**src/rtl/sdp_wdma_gather_pack_pkg.sv**
```systemverilog
`default_nettype none
// =============================================================================
// Module      : sdp_wdma_pkg
// Description : Shared types and elaboration helpers for the SDP WDMA pack stage.
// Revision    : 1.0 - initial release
// =============================================================================
package sdp_wdma_pkg;

    typedef enum logic {
        DP16 = 1'b0,
        DP8  = 1'b1
    } dp_mode_e;

    function automatic bit ratio_legal(input int ratio);
        return (ratio == 1) || (ratio == 2) || (ratio == 4) || (ratio == 8);
    endfunction

    function automatic int sc_width(input int nslot);
        return $clog2(nslot + 1);
    endfunction

endpackage
`default_nettype wire

```
**src/rtl/sdp_wdma_gather_pack_if.sv**
```systemverilog
`default_nettype none
// =============================================================================
// Module      : sdp_wdma_gather_pack_if
// Description : Input beat / output word handshake bundle for the pack stage.
// Revision    : 1.0 - initial release
// =============================================================================
interface sdp_wdma_gather_pack_if #(
    parameter int IW = 64,
    parameter int OW = 256
);
    localparam int NSLOT = 2 * (OW / IW);

    logic             cfg_dp_8;
    logic             inp_pvld;
    logic             inp_prdy;
    logic [IW-1:0]    inp_data;
    logic             inp_last;
    logic             out_pvld;
    logic             out_prdy;
    logic [OW-1:0]    out_data;
    logic [NSLOT-1:0] out_mask;
    logic             out_last;

    modport master (
        output cfg_dp_8, inp_pvld, inp_data, inp_last, out_prdy,
        input  inp_prdy, out_pvld, out_data, out_mask, out_last
    );

    modport slave (
        input  cfg_dp_8, inp_pvld, inp_data, inp_last, out_prdy,
        output inp_prdy, out_pvld, out_data, out_mask, out_last
    );
endinterface
`default_nettype wire

```
**src/rtl/sdp_wdma_pack_oreg.sv**
```systemverilog
`default_nettype none
// =============================================================================
// Module      : sdp_wdma_pack_oreg
// Description : One-entry valid/ready holding register for completed words.
// Revision    : 1.0 - initial release
// =============================================================================
module sdp_wdma_pack_oreg #(
    parameter int W = 265
) (
    input  wire logic         nvdla_core_clk,
    input  wire logic         nvdla_core_rstn,
    input  wire logic         in_vld,
    output logic              in_rdy,
    input  wire logic [W-1:0] in_data,
    output logic              out_vld,
    input  wire logic         out_rdy,
    output logic [W-1:0]      out_data
);
    logic         vld_q, vld_d;
    logic [W-1:0] data_q, data_d;

    // Accepting while popping keeps a word per cycle flowing with no bubble.
    assign in_rdy   = !vld_q || out_rdy;
    assign out_vld  = vld_q;
    assign out_data = data_q;

    always_comb begin
        vld_d  = vld_q;
        data_d = data_q;
        if (in_vld && in_rdy) begin
            vld_d  = 1'b1;
            data_d = in_data;
        end else if (out_rdy) begin
            vld_d  = 1'b0;
        end
    end

    always_ff @(posedge nvdla_core_clk) begin
        if (!nvdla_core_rstn) begin
            vld_q  <= 1'b0;
            data_q <= '0;
        end else begin
            vld_q  <= vld_d;
            data_q <= data_d;
        end
    end
endmodule
`default_nettype wire

```
**src/rtl/sdp_wdma_gather_pack.sv**
```systemverilog
`default_nettype none
// =============================================================================
// Module      : sdp_wdma_gather_pack
// Description : Gathers IW-bit beats (16-bit or 8-bit mode) into OW-bit DMA words.
// Revision    : 1.0 - initial release
// =============================================================================
module sdp_wdma_gather_pack
    import sdp_wdma_pkg::*;
#(
    parameter int IW = 64,
    parameter int OW = 256
) (
    input  wire logic              nvdla_core_clk,
    input  wire logic              nvdla_core_rstn,
    sdp_wdma_gather_pack_if.slave  bus
);
    localparam int RATIO = OW / IW;
    localparam int NSLOT = 2 * RATIO;
    localparam int HW    = IW / 2;
    localparam int SCW   = sc_width(NSLOT);
    localparam int WW    = OW + NSLOT + 1;

    generate
        if (!ratio_legal(RATIO) || (OW != IW * RATIO) || (IW < 16) || (IW % 2 != 0)) begin : g_bad_params
            $error("sdp_wdma_gather_pack: illegal IW/OW combination");
        end
    endgenerate

    logic [OW-1:0]    acc_data_q, acc_data_d;
    logic [NSLOT-1:0] acc_mask_q, acc_mask_d;
    logic [SCW-1:0]   acc_sc_q, acc_sc_d;
    logic             acc_last_q, acc_last_d;
    dp_mode_e         mode_q, mode_d;
    logic             pending_q, pending_d;

    logic             oreg_in_rdy;
    logic             oreg_in_vld;
    logic [WW-1:0]    oreg_in_word;
    logic [WW-1:0]    oreg_out_word;
    logic             inp_fire;
    logic [OW-1:0]    m_data;
    logic [NSLOT-1:0] m_mask;
    logic [SCW-1:0]   base_sc;
    logic [SCW-1:0]   new_sc;
    dp_mode_e         w_mode;
    logic             complete;
    logic             take_new;

    // A pending word leaves whenever the output register frees, so ready may follow out_prdy.
    assign bus.inp_prdy = !pending_q || oreg_in_rdy;
    assign inp_fire     = bus.inp_pvld && bus.inp_prdy;

    always_comb begin
        // An accepted beat during a pending cycle lands in an accumulator being cleared.
        m_data  = pending_q ? '0 : acc_data_q;
        m_mask  = pending_q ? '0 : acc_mask_q;
        base_sc = pending_q ? '0 : acc_sc_q;
        w_mode  = (base_sc == '0) ? dp_mode_e'(bus.cfg_dp_8) : mode_q;
        for (int s = 0; s < NSLOT; s++) begin
            if (s == int'(base_sc)) begin
                m_data[s*HW +: HW] = bus.inp_data[HW-1:0];
                m_mask[s]          = 1'b1;
            end else if ((w_mode == DP16) && (s == int'(base_sc) + 1)) begin
                m_data[s*HW +: HW] = bus.inp_data[IW-1:HW];
                m_mask[s]          = 1'b1;
            end
        end
        new_sc   = base_sc + ((w_mode == DP16) ? SCW'(2) : SCW'(1));
        complete = inp_fire && ((new_sc == SCW'(NSLOT)) || bus.inp_last);

        oreg_in_vld  = pending_q || complete;
        oreg_in_word = pending_q ? {acc_last_q, acc_mask_q, acc_data_q}
                                 : {bus.inp_last, m_mask, m_data};
        take_new     = !pending_q && complete && oreg_in_rdy;

        acc_data_d = acc_data_q;
        acc_mask_d = acc_mask_q;
        acc_sc_d   = acc_sc_q;
        acc_last_d = acc_last_q;
        mode_d     = mode_q;
        pending_d  = pending_q;
        if (pending_q && oreg_in_rdy) begin
            acc_data_d = '0;
            acc_mask_d = '0;
            acc_sc_d   = '0;
            acc_last_d = 1'b0;
            pending_d  = 1'b0;
        end
        if (inp_fire) begin
            if (take_new) begin
                acc_data_d = '0;
                acc_mask_d = '0;
                acc_sc_d   = '0;
                acc_last_d = 1'b0;
            end else begin
                acc_data_d = m_data;
                acc_mask_d = m_mask;
                acc_sc_d   = new_sc;
                acc_last_d = bus.inp_last;
                mode_d     = w_mode;
                pending_d  = complete;
            end
        end
    end

    always_ff @(posedge nvdla_core_clk) begin
        if (!nvdla_core_rstn) begin
            acc_data_q <= '0;
            acc_mask_q <= '0;
            acc_sc_q   <= '0;
            acc_last_q <= 1'b0;
            mode_q     <= DP16;
            pending_q  <= 1'b0;
        end else begin
            acc_data_q <= acc_data_d;
            acc_mask_q <= acc_mask_d;
            acc_sc_q   <= acc_sc_d;
            acc_last_q <= acc_last_d;
            mode_q     <= mode_d;
            pending_q  <= pending_d;
        end
    end

    sdp_wdma_pack_oreg #(.W(WW)) u_oreg (
        .nvdla_core_clk  (nvdla_core_clk),
        .nvdla_core_rstn (nvdla_core_rstn),
        .in_vld          (oreg_in_vld),
        .in_rdy          (oreg_in_rdy),
        .in_data         (oreg_in_word),
        .out_vld         (bus.out_pvld),
        .out_rdy         (bus.out_prdy),
        .out_data        (oreg_out_word)
    );

    assign bus.out_data = oreg_out_word[OW-1:0];
    assign bus.out_mask = oreg_out_word[OW +: NSLOT];
    assign bus.out_last = oreg_out_word[WW-1];
endmodule
`default_nettype wire
```
**src/flat_wrapper.sv**
```systemverilog
// flat-port wrapper written by rule: the top's interface ports become plain ports
module sdp_wdma_gather_pack_flat import sdp_wdma_pkg::*;
#(
    parameter int IW = 64,
    parameter int OW = 256
)
  (nvdla_core_clk, nvdla_core_rstn, bus_cfg_dp_8, bus_inp_pvld, bus_inp_data, bus_inp_last, bus_out_prdy, bus_inp_prdy, bus_out_pvld, bus_out_data, bus_out_mask, bus_out_last);
  sdp_wdma_gather_pack_if #(.IW(IW), .OW(OW)) bus_i ();
  input  wire logic nvdla_core_clk;
  input  wire logic nvdla_core_rstn;
  input wire logic [$bits(bus_i.cfg_dp_8)-1:0] bus_cfg_dp_8;
  input wire logic [$bits(bus_i.inp_pvld)-1:0] bus_inp_pvld;
  input wire logic [$bits(bus_i.inp_data)-1:0] bus_inp_data;
  input wire logic [$bits(bus_i.inp_last)-1:0] bus_inp_last;
  input wire logic [$bits(bus_i.out_prdy)-1:0] bus_out_prdy;
  output wire logic [$bits(bus_i.inp_prdy)-1:0] bus_inp_prdy;
  output wire logic [$bits(bus_i.out_pvld)-1:0] bus_out_pvld;
  output wire logic [$bits(bus_i.out_data)-1:0] bus_out_data;
  output wire logic [$bits(bus_i.out_mask)-1:0] bus_out_mask;
  output wire logic [$bits(bus_i.out_last)-1:0] bus_out_last;
  assign bus_i.cfg_dp_8 = bus_cfg_dp_8;
  assign bus_i.inp_pvld = bus_inp_pvld;
  assign bus_i.inp_data = bus_inp_data;
  assign bus_i.inp_last = bus_inp_last;
  assign bus_i.out_prdy = bus_out_prdy;
  assign bus_inp_prdy = bus_i.inp_prdy;
  assign bus_out_pvld = bus_i.out_pvld;
  assign bus_out_data = bus_i.out_data;
  assign bus_out_mask = bus_i.out_mask;
  assign bus_out_last = bus_i.out_last;
  sdp_wdma_gather_pack #(.IW(IW), .OW(OW)) u_core (.nvdla_core_clk(nvdla_core_clk), .nvdla_core_rstn(nvdla_core_rstn), .bus(bus_i));
endmodule
```
**config.mk**
```make
export PLATFORM = sky130hd
export DESIGN_NAME = sdp_wdma_gather_pack_flat
export DESIGN_NICKNAME = d
export VERILOG_FILES = /design/src/rtl/sdp_wdma_gather_pack_pkg.sv /design/src/rtl/sdp_wdma_gather_pack_if.sv /design/src/rtl/sdp_wdma_pack_oreg.sv /design/src/rtl/sdp_wdma_gather_pack.sv /design/src/flat_wrapper.sv
export SDC_FILE = /design/constraint.sdc
export NUM_CORES = 1
export LEC_CHECK = 0
export BUFFER_PORTS_ARGS = -buffer_cell sky130_fd_sc_hd__buf_2
export CORE_MARGIN = 3
export CORE_UTILIZATION = 53
export CTS_CLUSTER_DIAMETER = 30
export DETAILED_ROUTE_END_ITERATION = 6
export PLACE_DENSITY = 0.77
export RECOVER_POWER = 50
export SLEW_MARGIN = 0
export SYNTH_ARGS = -nofsm -noshare
export SYNTH_HDL_FRONTEND = slang
export SYNTH_HIERARCHICAL = 1
export SYNTH_SLANG_ARGS = --single-unit
```
**constraint.sdc**
```tcl
create_clock -name nvdla_core_clk -period 3.2 [get_ports nvdla_core_clk]
set_input_delay 0.64 -clock nvdla_core_clk [delete_from_list [all_inputs] [get_ports nvdla_core_clk]]
set_output_delay 0.64 -clock nvdla_core_clk [all_outputs]
set_load 0.02 [all_outputs]
```
* Yosys cells after proc, flatten, opt, wreduce, memory -nomap -nowiden
Cells that the tools add are included.
Storage, ports and cells: register bits after elaboration 537
Operators by class: add/subtract/negate cells 2, equality and inequality tests 15, multiplexer cells 55, bitwise operators 2, reduce and logical (&&, ||, !) cells 26
Operators by type and width (count):
- $mux W256 | 4
- $mux W32 | 16
- $mux W265 | 1
- $eq A4 B32 Y1 const A | 4
- $eq A3 B32 Y1 const A | 2
- $eq A2 B32 Y1 const A | 1
- $logic_not A32 Y1 | 1
- $mux W8 | 4
- $mux W1 | 25
- $eq A4 B4 Y1 const A | 4
- $mux W4 | 4
- $logic_and A1 B1 Y1 | 14
- $eq A3 B4 Y1 const A | 2
- $logic_not A4 Y1 | 2
- $add A4 B1 Y5 const B | 1
- $add A4 B4 Y4 | 1
- $eq A2 B4 Y1 const A | 1
- $eq A4 B4 Y1 const B | 1
- $logic_or A1 B1 Y1 | 4
- $reduce_bool A2 Y1 | 2
- $logic_not A1 Y1 | 2
- $mux W2 | 1
- $not A1 Y1 | 2
- $reduce_and A2 Y1 | 1

* Logic depth before layout (Yosys ltp)
depth in word-level cells 12, depth in mapped cells 16, mapped depth without buffers 12

* By module
Netlist, hierarchy kept.
By module, submodules not included:
- sdp_wdma_gather_pack | times used 1, cells each 1930, area each 15780.1 um^2
- sdp_wdma_pack_oreg | times used 1, cells each 1154, area each 10560.1 um^2

* Worst setup path after synthesis
No wires, ideal clock.
path kind reg2reg, start point register u_core.pending_q, end point register u_core.u_oreg.data_q[100] (netlist: u_core/u_oreg/out_data[100]), library setup time 0.072 ns, data arrival time 3.289 ns, data required time 3.128 ns, slack -0.160 ns, stages on the path, launching flop included 16, cells stage by stage dfxtp_1 buf_2 buf_1 nor2_1 o21ai_0 ha_1 ha_1 nor3_1 a41o_1 a21oi_1 o21ai_0 and2_1 buf_6 buf_6 buf_6 mux2i_1
On the way: cells in the longest elaborated chain, start to end 10, elaborated cells on any way between the ends 22, those cells by class add/sub: 2; eq/ne: 3; mux: 7; bitwise: 1; reduce/logical: 9
Ends and longest elaborated chain:
- start: declaration | RTL line sdp_wdma_gather_pack.sv:34 | logic pending_q, pending_d;
- start signal: assignment | RTL line sdp_wdma_gather_pack.sv:120 | pending_q <= pending_d;
- $mux W4 | RTL line sdp_wdma_gather_pack.sv:57 | base_sc = pending_q ? '0 : acc_sc_q;
- $logic_not A4 Y1 | RTL line sdp_wdma_gather_pack.sv:58 | w_mode = (base_sc == '0) ? dp_mode_e'(bus.cfg_dp_8) : mode_q;
- $mux W1 | RTL line sdp_wdma_gather_pack.sv:58
- $mux W2 | RTL line sdp_wdma_gather_pack.sv:68 | new_sc = base_sc + ((w_mode == DP16) ? SCW'(2) : SCW'(1));
- $add A4 B4 Y4 | RTL line sdp_wdma_gather_pack.sv:68
- $eq A4 B4 Y1 | RTL line sdp_wdma_gather_pack.sv:69 | complete = inp_fire && ((new_sc == SCW'(NSLOT)) || bus.inp_last);
- $logic_or A1 B1 Y1 | RTL line sdp_wdma_gather_pack.sv:69
- $logic_and A1 B1 Y1 | RTL line sdp_wdma_gather_pack.sv:69
- $logic_or A1 B1 Y1 * | RTL line sdp_wdma_gather_pack.sv:71 | oreg_in_vld = pending_q || complete;
- net u_core.oreg_in_vld | RTL line sdp_wdma_gather_pack.sv:37 | logic oreg_in_vld;
- $logic_and A1 B1 Y1 * | RTL line sdp_wdma_pack_oreg.sv:30 | if (in_vld && in_rdy) begin
- end signal: assignment | RTL line sdp_wdma_pack_oreg.sv:44 | data_q <= data_d;
- end: declaration | RTL line sdp_wdma_pack_oreg.sv:20 | logic [W-1:0] data_q, data_d;
The timed path passes the listed nets; every way through them passes the cells marked *. A chain may end at the register's enable or synchronous reset.

* Final worst setup path
start point register u_core.acc_sc_q[1], end point register u_core.acc_mask_q[5]
On the way: cells in the longest elaborated chain, start to end 12, elaborated cells on any way between the ends 19, those cells by class add/sub: 2; eq/ne: 3; mux: 7; bitwise: 1; reduce/logical: 6
Ends and longest elaborated chain:
- start: declaration | RTL line sdp_wdma_gather_pack.sv:31 | logic [SCW-1:0] acc_sc_q, acc_sc_d;
- start signal: assignment | RTL line sdp_wdma_gather_pack.sv:117 | acc_sc_q <= acc_sc_d;
- $mux W4 * | RTL line sdp_wdma_gather_pack.sv:57
- $logic_not A4 Y1 | RTL line sdp_wdma_gather_pack.sv:58
- $mux W1 | RTL line sdp_wdma_gather_pack.sv:58
- $mux W2 | RTL line sdp_wdma_gather_pack.sv:68
- $add A4 B4 Y4 | RTL line sdp_wdma_gather_pack.sv:68
- $eq A4 B4 Y1 | RTL line sdp_wdma_gather_pack.sv:69
- $logic_or A1 B1 Y1 | RTL line sdp_wdma_gather_pack.sv:69
- $logic_and A1 B1 Y1 | RTL line sdp_wdma_gather_pack.sv:69
- $logic_and A1 B1 Y1 (2 in series) | RTL line sdp_wdma_gather_pack.sv:74 | take_new = !pending_q && complete && oreg_in_rdy;
- $mux W8 * | RTL line sdp_wdma_gather_pack.sv:90 | if (take_new) begin
- $mux W8 * | RTL line sdp_wdma_gather_pack.sv:89 | if (inp_fire) begin
- end signal: assignment | RTL line sdp_wdma_gather_pack.sv:116 | acc_mask_q <= acc_mask_d;
- end: declaration | RTL line sdp_wdma_gather_pack.sv:30 | logic [NSLOT-1:0] acc_mask_q, acc_mask_d;
Mark *: on every way between the ends. The rest lies on a longest branch, timed or not.

==> key figures <==
Drt
  – Vias per cell: roughly 6
  – Drt drc: 12
  – Uppermost routed layer: met5
  – Wirelength, routed: 94200 um
  – WL met2: about 43000 um
  – ANT nets after route: 0
  – Wire per inst: 22.8 um
  – Met1 wire length: around 36000 um
  – DR WL met3: 8090 um
  – Detailed-router iteration count before antenna repair: 7
  – Via count: between 20k and 30k
  – DRT iter0 DRCs: ~3.0k

Layout
  – Final Non-Filler Cells: 4127
  – Register area: 10800 um2
  – End-of-flow core utilization: 68.3%
  – Area of the multi-input gates: between 10000 and 15000 um2
  – Final instance area: 33500 um2
  – Synth-to-Final Area Change: 27.2%
  – Filler Cell Count: 3760
  – Layout cells sized above 1: 17.9%
  – Final nets: 3437

GRT
  – Largest net degree at the start of global routing: 217
  – Overflow after GRT: 0
  – Global Route Usage Sum: around 33%
  – Vias in the first global route: 24.7k
  – Initial antenna violation count: 5
  – First-pass GRT wire length: 139000 um

Clock network
  – CTS H-tree lvls: 3
  – Root Buffer Master: clkbuf_16
  – Hold buffers post-CTS: 0
  – CTS Buf Count: 109
  – Clk Latency, worst-skew pair: 660 ps
  – CTS Buffer Depth: 3
  – Sink Count: 537
  – Clk pin slew, worst setup/hold paths: around 50 ps
  – TritonCTS clock tree: done

Timing
  – Final Hold Fails: 0
  – Slew @ Worst Pin: around 1000 ps
  – Final Max Slew Viols: 0
  – Final Critical Period: around 3200 ps
  – Final setup violation count: 81
  – Slew Limit Headroom: 30.8%
  – Final period util: 101%
  – Peak Freq: ~300 MHz
  – Final hold slack: 336 ps
  – Post-route setup slack: -42.6 ps
  – RSZ-0062 raised after global routing: true
  – Post-Route Skew: 17.2 ps

Synthesis
  – Top cells by count, synth: nand2_1, dfxtp_1, mux2i_1, clkbuf_1, o2bb2ai_1
  – Synth area leaders: dfxtp_1, mux2i_1, nand2_1, o2bb2ai_1, a21boi_0
  – Synth warn: 6
  – Mapped Nets: 3156
  – EDFF count, synth: 0
  – Post-Syn Area: between 20000 and 30000 um2
  – Adder-cell area share of the yosys netlist: less than 1%
  – Synth cell types: 59
  – Post-synthesis mux area share: 16.9%
  – Top FF cell, synth: dfxtp_1
  – Area leader, netlist: dfxtp_1
  – Mapped Cells: approximately 3k
  – Compound-Gate Fraction of Synth Area: 20.0%
  – Post-Syn Area per Cell: 8.54 um2
  – Register area share after synthesis: 40.8%
  – Largest family of logic cells by synthesized area: compound AO/OA/AOI/OAI gates
  – Post-Synth XOR/XNOR Area: 0.0998%
  – Async SR Flop Fraction: 0%
  – Simple logic cell fraction of the synthesized area: 15.9%
  – Count leader, synth: nand2_1
  – Area share of the largest cell type after synthesis: between 40 and 50%
  – Flops & latches, synth: 537

Floorplanning
  – DIE AREA: 52400 um2
  – Chip height: between 200 and 250 um
  – Total core area: 49100 um2
  – Initial Util: 53.7%
  – Die W: 229 um
  – Rows: between 80 and 90
  – IO Pins: 337

Critical path
  – Critical path class: flip-flop to flip-flop
  – Req. time, crit path: 3730 ps
  – Critical path's top delay family: simple AND/OR/NAND/NOR gates
  – CP bufs+invs: 5
  – Sequence of cells on the critical path: or4_4, nand3_2, o21ai_2, buf_4, xor2_1, ha_1, nor3_4, buf_4, nand2_4, a211o_4, buf_12, nand3_4, buf_4, clkbuf_16, o2bb2ai_1
  – Worst setup SP type: flip-flop
  – Crit-path max FO: 29
  – CP max-delay cell: or4_4
  – Most numerous cell on the critical path: buf_4
  – Max incr delay on CP: 540 ps
  – CP Capture Type: flip-flop
  – WP data arrival: 3770 ps

Place
  – PortBufs: 336
  – Dpl cells: ~3.9k
  – Pre-CTS setup slack: -119 ps
  – Post-DP HPWL: about 59000 um
  – GPL Wtd Cong: 0.898
  – Area after DPL: 29000 um2

Pwr
  – Leakage: about 0.012 uW
  – Pwr Density: 637 nW/um2
  – Worst IR drop on VDD: about 0.55 mV

Run
  – MaxCap Viol Count: 0

Status
  – Status: finished, violations left
  – Failing checks: DRC, setup timing

Worst hold path
  – Min-Delay Path Class: input pin to flip-flop
==> power breakdown <==
| part | switching, uW | internal (uW) | total [uW] |
|---|---|---|---|
| sequential | 93.4 | 6860 | 6960 |
| combinational | 1530 | 855 | 2380 |
| clock | 4000 | 8010 | 12000 |
| total | 5620 | 15700 | 21300 |
==> repair_timing <==
action                     CTS  global route
resized for setup            9            45
gates cloned                 1            17
setup buffers                9             8
pin swaps                    1             9
setup endpoints to repair  280           520
==> through the flow <==
stage	power (uW)	setup TNS, ps
after CTS	21200	-4.59
after global routing	21900	-38040
after global placement	9190	-4270
final	21300	-1320
after detailed placement	9240	-8540
after floorplan	8460	0
==> area by class of cell <==
| cell class | instances | area share [%] |
|---|---|---|
| inverter | 8 | 0.0971 |
| multi-input combinational | 2212 | 42.5 |
| clock inverter | 75 | 3.04 |
| sequential | 537 | 32.1 |
| antenna | 4 | 0.0299 |
| tap | 664 | 2.48 |
| clock buffer | 130 | 8.71 |
| timing repair buffer | 497 | 11.0 |
==> cell families after synthesis <==
logic type,count (synthesis)
simple gates,1034
compound gates,730
flops,537
mux,441
buf+inv,337
xor+xnor,3
fa+ha+maj,2
==> layer usage <==
metal / up-vias / track usage (%)
met4: 2 / 22.6
met5: - / 0
li1: 11432 / -
met1: 12009 / 40.1
met3: 408 / 6.37
met2: 1446 / 53.0
==> path summary, 6_finish.rpt <==
path / startpoint / to / slack [ps] / depth (start not counted)
max: u_core/acc_sc_q[1] / u_core/acc_mask_q[5] / -40 / 15
min: bus_inp_last / u_core/acc_last_q / 340 / 2
max reg2reg: u_core/acc_sc_q[1] / u_core/acc_mask_q[5] / -40 / 15
min reg2reg: u_core/acc_mask_q[0] / u_core/acc_mask_q[0] / 450 / 1
==> state kept, by name, indices dropped and copies added, names as in the netlist <==
| signal | cells |
|---|---|
| u_core/acc_sc_q | 4 |
| u_core/u_oreg/out_data | 265 |
| u_core/acc_mask_q | 8 |
| u_core/u_oreg/out_vld | 1 |
| u_core/acc_data_q | 256 |
| u_core/acc_last_q | 1 |
| u_core/pending_q | 1 |
| u_core/mode_q | 1 |
==> placed cells by master, fill, tap and decap left out, types with 32 or more instances in the layout <==
| master | netlist | layout |
|---|---|---|
| a21boi_0 | 135 | 134 |
| a21oi_1 | 35 | 32 |
| a22o_1 | 36 | 36 |
| a22oi_1 | 52 | 52 |
| a31oi_1 | 37 | 37 |
| buf_12 | 0 | 49 |
| buf_2 | 63 | 169 |
| buf_4 | 1 | 81 |
| clkbuf_1 | 218 | 177 |
| clkbuf_16 | 0 | 123 |
| dfxtp_1 | 537 | 534 |
| mux2_2 | 34 | 34 |
| mux2i_1 | 407 | 402 |
| nand2_1 | 876 | 875 |
| nor2_1 | 73 | 66 |
| o21ai_0 | 177 | 175 |
| o2bb2ai_1 | 184 | 184 |
Note: power is estimated with default switching activity, not from simulation.
